--- config.mk ---
export PLATFORM = sky130hd
export DESIGN_NAME = seq_bit_serializer
export DESIGN_NICKNAME = d
export VERILOG_FILES = /design/src/rtl/ser_pkg.sv /design/src/rtl/ser_fifo2.sv /design/src/rtl/seq_bit_serializer.sv
export SDC_FILE = /design/constraint.sdc
export NUM_CORES = 1
export LEC_CHECK = 0
export CAP_MARGIN = 20
export CORE_MARGIN = 2
export CORE_UTILIZATION = 53
export DETAILED_ROUTE_END_ITERATION = 6
export MAX_ROUTING_LAYER = met4
export PLACE_DENSITY = 0.87
export SYNTH_ARGS = -nofsm -noshare
export SYNTH_HDL_FRONTEND = slang
export SYNTH_SLANG_ARGS = --single-unit
--- constraint.sdc ---
create_clock -name i_clk -period 2.36 [get_ports i_clk]
set_clock_uncertainty 0.15 [all_clocks]
set_input_delay 0.354 -clock i_clk [delete_from_list [all_inputs] [get_ports i_clk]]
set_output_delay 0.354 -clock i_clk [all_outputs]
set_load 0.1 [all_outputs]
--- src/rtl/ser_pkg.sv ---
// Shared types and constants for the bit serializer slice.
// Holds the serializer FSM state encoding and the input FIFO depth.
// No logic lives here; both the FIFO and the serializer top import it.
package ser_pkg;

   typedef enum logic {
      IDLE  = 1'b0,
      SHIFT = 1'b1
   } ser_state_t;

   localparam int FIFO_DEPTH = 2;

endpackage

--- src/rtl/ser_fifo2.sv ---
// Purpose: two-entry synchronous word buffer in front of the serializer shifter.
// Latency: a pushed word is visible at o_data (head) the cycle after the push.
// Backpressure: o_full is derived from the registered count; pushes while full are dropped.
module ser_fifo2
   import ser_pkg::*;
#(
   parameter int W = 8
) (
   input  logic         i_clk,
   input  logic         i_rst_n,
   input  logic         i_push,
   input  logic [W-1:0] i_data,
   input  logic         i_pop,
   output logic [W-1:0] o_data,
   output logic         o_full,
   output logic         o_empty
);

   localparam int PW = (FIFO_DEPTH > 1) ? $clog2(FIFO_DEPTH) : 1;
   localparam int CW = $clog2(FIFO_DEPTH + 1);
   localparam logic [PW-1:0] PTR_LAST = PW'(FIFO_DEPTH - 1);
   localparam logic [CW-1:0] CNT_FULL = CW'(FIFO_DEPTH);

   logic [W-1:0]  mem [FIFO_DEPTH];
   logic [PW-1:0] wr_ptr;
   logic [PW-1:0] rd_ptr;
   logic [CW-1:0] count;
   logic          push_ok;
   logic          pop_ok;

   // Full/empty come straight from the registered count so ready never depends on a same-cycle pop.
   assign o_full  = (count == CNT_FULL);
   assign o_empty = (count == '0);
   assign o_data  = mem[rd_ptr];
   assign push_ok = i_push && !o_full;
   assign pop_ok  = i_pop && !o_empty;

   // Storage array: written on accepted pushes only, no reset needed for payload.
   always_ff @(posedge i_clk) begin
      if (push_ok) begin
         mem[wr_ptr] <= i_data;
      end
   end

   // Pointer and occupancy bookkeeping; simultaneous push and pop leaves the count unchanged.
   always_ff @(posedge i_clk) begin
      if (!i_rst_n) begin
         wr_ptr <= '0;
         rd_ptr <= '0;
         count  <= '0;
      end else begin
         if (push_ok) begin
            wr_ptr <= (wr_ptr == PTR_LAST) ? '0 : wr_ptr + 1'b1;
         end
         if (pop_ok) begin
            rd_ptr <= (rd_ptr == PTR_LAST) ? '0 : rd_ptr + 1'b1;
         end
         case ({push_ok, pop_ok})
            2'b10:   count <= count + 1'b1;
            2'b01:   count <= count - 1'b1;
            default: count <= count;
         endcase
      end
   end

endmodule

--- src/rtl/seq_bit_serializer.sv ---
// Purpose: buffers parallel words and emits them one bit per cycle, MSB or LSB first.
// Latency: word accepted in cycle N shows its first valid bit in cycle N+2; words chain with no bubble.
// Backpressure: o_wr_ready drops when both FIFO slots are full; i_pause freezes emission in place.
module seq_bit_serializer
   import ser_pkg::*;
#(
   parameter int DATA_W    = 8,
   parameter int MSB_FIRST = 1
) (
   input  logic              i_clk,
   input  logic              i_rst_n,
   input  logic              i_wr_valid,
   input  logic [DATA_W-1:0] i_wr_data,
   output logic              o_wr_ready,
   input  logic              i_pause,
   output logic              o_valid,
   output logic              o_data,
   output logic              o_last,
   output logic              o_busy
);

   localparam int CNT_W = $clog2(DATA_W);
   localparam logic [CNT_W-1:0] LAST_IDX = CNT_W'(DATA_W - 1);

   ser_state_t        state_q, state_d;
   logic [CNT_W-1:0]  cnt_q, cnt_d;
   logic [CNT_W-1:0]  cnt_inc;
   logic [DATA_W-1:0] shreg_q, shreg_d;
   logic              valid_q, valid_d;
   logic              data_q, data_d;
   logic              last_q, last_d;

   logic              push;
   logic              pop;
   logic              fifo_full;
   logic              fifo_empty;
   logic [DATA_W-1:0] fifo_head;

   // Bit that leaves the word first for the configured ordering.
   function automatic logic first_bit(input logic [DATA_W-1:0] w);
      return (MSB_FIRST != 0) ? w[DATA_W-1] : w[0];
   endfunction

   // Word with the emitted bit removed, next bit moved into the emit position.
   function automatic logic [DATA_W-1:0] advance(input logic [DATA_W-1:0] w);
      return (MSB_FIRST != 0) ? {w[DATA_W-2:0], 1'b0} : {1'b0, w[DATA_W-1:1]};
   endfunction

   assign o_wr_ready = ~fifo_full;
   assign push       = i_wr_valid && o_wr_ready;
   assign cnt_inc    = cnt_q + 1'b1;

   assign o_valid = valid_q;
   assign o_data  = data_q;
   assign o_last  = last_q;
   assign o_busy  = !fifo_empty || (state_q == SHIFT);

   ser_fifo2 #(
      .W (DATA_W)
   ) u_fifo (
      .i_clk   (i_clk),
      .i_rst_n (i_rst_n),
      .i_push  (push),
      .i_data  (i_wr_data),
      .i_pop   (pop),
      .o_data  (fifo_head),
      .o_full  (fifo_full),
      .o_empty (fifo_empty)
   );

   // Next-state and output decode; a pop also registers the new word's first bit so no cycle is lost.
   always_comb begin
      state_d = state_q;
      cnt_d   = cnt_q;
      shreg_d = shreg_q;
      valid_d = 1'b0;
      data_d  = data_q;
      last_d  = 1'b0;
      pop     = 1'b0;

      case (state_q)
         IDLE: begin
            if (!fifo_empty && !i_pause) begin
               pop     = 1'b1;
               state_d = SHIFT;
               cnt_d   = '0;
               shreg_d = advance(fifo_head);
               data_d  = first_bit(fifo_head);
               valid_d = 1'b1;
            end
         end
         SHIFT: begin
            if (!i_pause) begin
               if (cnt_q == LAST_IDX) begin
                  // Final bit is on the wire now: chain straight into the next word if one waits.
                  if (!fifo_empty) begin
                     pop     = 1'b1;
                     cnt_d   = '0;
                     shreg_d = advance(fifo_head);
                     data_d  = first_bit(fifo_head);
                     valid_d = 1'b1;
                  end else begin
                     state_d = IDLE;
                  end
               end else begin
                  cnt_d   = cnt_inc;
                  shreg_d = advance(shreg_q);
                  data_d  = first_bit(shreg_q);
                  valid_d = 1'b1;
                  last_d  = (cnt_inc == LAST_IDX);
               end
            end
         end
         default: begin
            state_d = IDLE;
         end
      endcase
   end

   // State, counter, shifter and registered serial outputs.
   always_ff @(posedge i_clk) begin
      if (!i_rst_n) begin
         state_q <= IDLE;
         cnt_q   <= '0;
         shreg_q <= '0;
         valid_q <= 1'b0;
         data_q  <= 1'b0;
         last_q  <= 1'b0;
      end else begin
         state_q <= state_d;
         cnt_q   <= cnt_d;
         shreg_q <= shreg_d;
         valid_q <= valid_d;
         data_q  <= data_d;
         last_q  <= last_d;
      end
   end

endmodule

# Word-level counts from Yosys, hierarchy flattened
# Memories as Yosys holds them, arrays and structs flattened. A register that Yosys moved wholly into a read port is not among the register bits.
# Cells that the tools add are included.
dict set report classes {
  bitwise 3
  n_eq_ne 8
  reduce_logical 12
  add_sub_neg 5
  n_mux 32
}
# operator count
set op_table {}
lappend op_table {{8-bit 2-to-1 mux} 4}
lappend op_table {{1-bit 2-to-1 mux} 17}
lappend op_table {{8-bit one-hot mux with 2 select lines} 1}
lappend op_table {{3-bit 2-to-1 mux} 4}
lappend op_table {{1-bit one-hot mux with 2 select lines} 4}
lappend op_table {{3-bit == test, second input constant} 2}
lappend op_table {{3-bit one-hot mux with 2 select lines} 1}
lappend op_table {{2-bit == test, second input constant} 2}
lappend op_table {{1-bit logical AND} 4}
lappend op_table {{2-bit inequality test, second input constant} 2}
lappend op_table {{2-bit one-hot mux with 2 select lines} 1}
lappend op_table {{4-bit OR reduction} 1}
lappend op_table {{3-bit by 1-bit adder with 3-bit output, second input constant} 1}
lappend op_table {{1-bit logical NOT} 3}
lappend op_table {{3-bit inequality test, second input constant} 1}
lappend op_table {{1-bit NOT} 3}
lappend op_table {{3-bit AND reduction} 1}
lappend op_table {{1-bit adder, second input constant} 2}
lappend op_table {{2-bit by 1-bit adder with 2-bit output, second input constant} 1}
lappend op_table {{2-bit by 1-bit == test with 1-bit output, second input constant} 1}
lappend op_table {{2-bit logical NOT} 1}
lappend op_table {{2-bit nonzero test} 1}
lappend op_table {{2-bit by 1-bit subtractor with 2-bit output, second input constant} 1}
lappend op_table {{1-bit logical OR} 1}
dict set report word_totals {
  input_bits 12
  register_bits 19
  output_inout_bits 5
  ram_bits 16
  elab_cells 70
  memories 1
}
# name depth width rd rd_ports_with_merged_regs write_ports line_no
set mem_list {}
lappend mem_list {u_fifo.mem 2 8 1 1 1 ser_fifo2.sv:24} ;# logic [W-1:0] mem [FIFO_DEPTH];

# Logic depth before layout (Yosys ltp)
dict set report logic_depth {
  word_depth 8
  depth_mapped 8
  mapped_depth_nobuf 8
}

# Cells and area by module
# Synthesis repeated with hierarchy kept, for this count alone.
dict set report unflattened {
  cells_unflattened 139
  hier_area_um2 1574.0
}
# mod area_per_inst_um2 seq_area_each_um2 cells_per_inst n_inst
set modules_own_cells {}
lappend modules_own_cells {ser_fifo2 810.8 580.6 51 1}
lappend modules_own_cells {seq_bit_serializer 763.2 280.3 88 1}

# Worst setup path before layout
# No wires, ideal clock.
dict set report synth_timing {
  path_type {register to register}
  startpoint {reg u_fifo.count[0]}
  endpoint {reg u_fifo.count[1]}
  required_ns 2.140
  t_arrival_ns 2.271
  setup_time_ns 0.070
  path_slack_ns -0.131
  path_buffers 0
  stages_incl_launch_ff 6
  period_less_slack_ns 2.491
  cell_sequence {dfxtp_1 nand2b_1 nand2_1 ha_1 or3_1 a21boi_1}
}
dict set report synth_between {
  elab_cells_between_ends 20
  cone_classes {2 x add/sub; 3 x eq/ne; 6 x mux; 1 x bitwise; 8 x reduce/logical}
}
# element line_no
set synth_lines {}
lappend synth_lines {{start: declaration} ser_fifo2.sv:27} ;# logic [CW-1:0] count;
lappend synth_lines {{start signal: assignment} ser_fifo2.sv:59} ;# 2'b10: count <= count + 1'b1;
lappend synth_lines {{start signal: assignment} ser_fifo2.sv:60} ;# 2'b01: count <= count - 1'b1;
lappend synth_lines {{start signal: assignment} ser_fifo2.sv:61} ;# default: count <= count;
lappend synth_lines {{2-bit == test *} ser_fifo2.sv:32} ;# assign o_full = (count == CNT_FULL);
lappend synth_lines {{1-bit NOT *} seq_bit_serializer.sv:49} ;# assign o_wr_ready = ~fifo_full;
lappend synth_lines {{via o_wr_ready} seq_bit_serializer.sv:14} ;# output logic o_wr_ready,
lappend synth_lines {{1-bit logical AND *} seq_bit_serializer.sv:50} ;# assign push = i_wr_valid && o_wr_ready;
lappend synth_lines {{1-bit logical AND *} ser_fifo2.sv:35} ;# assign push_ok = i_push && !o_full;
lappend synth_lines {{2-bit by 1-bit == test with 1-bit output / 2-bit == test (equally long branches)} ser_fifo2.sv:58} ;# case ({push_ok, pop_ok})
lappend synth_lines {{2-bit one-hot mux with 2 select lines / 2-bit nonzero test (equally long branches)} -}
# Mark *: on every way through the listed nets, which the timed path passes. The rest lies on a longest branch.
# A chain may end at the register's enable or synchronous reset.

# Worst setup path in the final report
dict set report layout_timing {
  startpoint {reg cnt_q[0]}
  endpoint {reg u_fifo.count[1]}
}
dict set report layout_between {
  elab_chain_cells 7
  elab_cells_between_ends 9
  cone_classes {3 x eq/ne; 4 x mux; 2 x reduce/logical}
}
# element line_no
set layout_lines {}
lappend layout_lines {{start: declaration} seq_bit_serializer.sv:26} ;# logic [CNT_W-1:0] cnt_q, cnt_d;
lappend layout_lines {{start signal: assignment} seq_bit_serializer.sv:131} ;# cnt_q <= cnt_d;
lappend layout_lines {{3-bit == test *} seq_bit_serializer.sv:94} ;# if (cnt_q == LAST_IDX) begin
lappend layout_lines {{1-bit 2-to-1 mux *} seq_bit_serializer.sv:94}
lappend layout_lines {{1-bit 2-to-1 mux *} seq_bit_serializer.sv:93} ;# if (!i_pause) begin
lappend layout_lines {{1-bit one-hot mux with 2 select lines *} seq_bit_serializer.sv:81} ;# case (state_q)
lappend layout_lines {{1-bit logical AND *} ser_fifo2.sv:36} ;# assign pop_ok = i_pop && !o_empty;
lappend layout_lines {{via u_fifo.pop_ok} ser_fifo2.sv:29} ;# logic pop_ok;
lappend layout_lines {{2-bit by 1-bit == test with 1-bit output / 2-bit == test (equally long branches)} ser_fifo2.sv:58}
lappend layout_lines {{2-bit one-hot mux with 2 select lines / 2-bit nonzero test (equally long branches)} -}
# Marked as above.

==> impl_metrics.ini <==
[synth]
yosys.cell_types.count = 31
synth_area_leaders = edfxtp_1, dfxtp_1, mux2i_1, ha_1, a21oi_1
syn-num-nets = 138
yosysSeqAreaShare_pct = 60.9
synth_edf_count = 16
synthCells = 122
synth.top_cell.area_share_pct = 34.0
yosys_warnings = 0
ys_ff_latch = 35
yosysTopAreaCell = edfxtp_1
synthArstFlopShare_pct = 0
synth_area_um2 = 1410
ys.flop_type = dfxtp_1
avgSynthCellArea_um2 = 11.6

[die]
top_level_ports = 17
start_util_pct = 56.6
die_w_um = 55.7
core-area_um2 = 2500
die_area_um2 = 3100
row_count = 18
fp.dieH_um = 55.7

[clock_network]
tritoncts = done
cts_buffer_depth = 2
clk_latency_ps = 340
clk_pin_slew_worst_paths_ps = 110
post_cts_buffers = 0
htree_num_levels = 2
cts_resized = 0
root_buffer = clkbuf_4
numClockSinks = 35
cts-buffers-inserted = 5
cts-hold-fix-buffers = 0

[timing]
tns_ps = 0
slew_headroom_pct = 59.7
fmax_mhz = 460
worst_pin_slew_ps = 603
setup_viol_count_final = 0
slew_violations = 0
fin_crit_sh_pct = 92.1
fin_crit_ps = 2170
hold_viol = 0
rsz0062_at_grt = no
worst_hold_slack_ps = 320

[routing]
dr.pass1.iters = 6
dr_total_vias = 943
ant_nets = 0
initialDrtViolationCount = 23
viasPerCell = 5.42
drc = 0
wl_per_cell_um = 12.8
finalWirelength_um = 2230

[worst_setup_path]
r2r-start = cnt_q[0]
cp.depth = 7
worst_setup_path_start_kind = flip-flop
r2r-end = u_fifo.count[1]
crit_buf_inv = 0
slowest_stage = dfxtp_1
arrival_ps = 2290
required_ps = 2480
cp-startpoint = cnt_q[0]
critPathCaptureType = flip-flop
r2r_setup_slack_ps = 190
path_class = flip-flop to flip-flop
endpoint = u_fifo.count[1]
cpPeakStageDelay_ps = 390
rr_worst_depth = 7
cp_common_cell = ha_1
cpLargestDelayFamily = simple AND/OR/NAND/NOR gates
crit_chain = ha_1 > ha_1 > and2b_4 > nor3_4 > ha_1 > or3_1 > a21boi_1
crit_fanout = 4

[pwr]
ir_drop_mv = 0.823
powerDensity_nw_per_um2 = 1140
leakagePower_nw = 0.610

[cells_and_area]
multi_input_area_um2 = 519
stdcell_count = 174
final_common_cell = dfxtp_1
area_growth_syn_to_layout_pct = 17.2
stdcell_area_um2 = 1660
drive_gt1_share_pct = 15.3
mostFrequentLayoutCells = dfxtp_1, edfxtp_1, clkdlybuf4s50_1
n_antenna_cell = 0
nets = 159
fill_cells = 199
ff_latch_area_um2 = 861
post-route-util_pct = 66.3

[grt]
grt_use_total_pct = 16.9
gr-total-overflow = 0
grt_max_degree = 20
grt_pass1_vias = 884
grt_pass1_wl_um = 3800
antenna_found_initial = 0

[flow_run]
max_cap_viol_count = 0

[hold_path]
hp-class = flip-flop to flip-flop

[placement]
placed_area_um2 = 1600
place_inst = 166
numPortBuffers = 16
place.gp.congestion = 0.797
dp_hpwl_um = 1620

[status]
status = completed
==> power breakdown <==
group | switching (mW) | internal, mW
clock | 0.201 | 0.114
combinational | 0.462 | 0.250
sequential | 0.0935 | 0.768
total | 0.756 | 1.13
==> logic make-up after synthesis <==
| logic type | Yosys count | share of synthesized area [%] |
|---|---|---|
| AO/OA/AOI/OAI | 24 | 9.38 |
| AND/OR/NAND/NOR | 39 | 15.4 |
| buffers and inverters | 8 | 2.57 |
| multiplexers | 8 | 5.75 |
| adder cells (fa/ha/maj) | 4 | 3.54 |
| flip-flops | 35 | 60.9 |
| XOR/XNOR | 4 | 2.48 |
==> Yosys cell counts (all sizes together) (3+ instances only) <==
library cell and instances:
mux2i 7, nor3 3, buf 3, nand3 9, xnor2 3, a21boi 3, o21ai 10, ha 4
nor2 9, nand2 4, dfxtp 19, edfxtp 16, and2 5, inv 3, a21oi 9
==> sequential cells by signal (all words and copies together) (netlist names), named ones only <==
name	flops
u_fifo.mem	16
shreg_q	7
cnt_q	3
u_fifo.count	2
o_data	1
o_last	1
o_valid	1
state_q	1
u_fifo.rd_ptr	1
u_fifo.wr_ptr	1
==> worst min path at each step <==
stage                     startpoint         end  slack (ps)  depth (start not counted)
after detailed placement  shreg_q[3]  shreg_q[3]         310                          2
after CTS                 shreg_q[3]  shreg_q[3]         320                          2
final                       cnt_q[2]    cnt_q[2]         320                          2
after global routing        cnt_q[2]    cnt_q[2]         350                          2
after floorplan              i_pause      o_last         280                          1
after global placement      cnt_q[2]    cnt_q[2]         300                          2
==> layer usage <==
| metal | vias to the layer above | track usage, % | share of wire [%] |
|---|---|---|---|
| met2 | 29 | 26.4 | 49 |
| li1 | 474 | - | - |
| met1 | 432 | 19.1 | 43 |
| met3 | 8 | 4.88 | 4.8 |
| met5 | - | - | 0 |
| met4 | 0 | 10.5 | 2.7 |
==> area by class of cell <==
type                            count  share of cell area, %
Clock buffer                        5                   2.27
Clock inverter                      3                   1.21
Inverter                            3                  0.680
Multi-Input combinational cell     79                   31.3
Sequential cell                    35                   52.0
Tap cell                           30                   2.27
Timing Repair Buffer               19                   10.3
==> worst reg2reg max path, cell delays in order (launching register included) <==
cell and delay (ps):
dfxtp_1 390, ha_1 170, ha_1 170, and2b_4 200, nor3_4 210, ha_1 290, or3_1 350, a21boi_1 170
==> stage by stage <==
| stage | total power, mW | setup WS, ps |
|---|---|---|
| CTS | 1.90 | 175 |
| global route | 2.00 | 47.5 |
| finish | 1.89 | 188 |
| floorplan | 1.43 | 259 |
| global placement | 1.56 | 313 |
| detailed placement | 1.59 | 207 |
No activity file was read; power rests on OpenSTA's default activity.
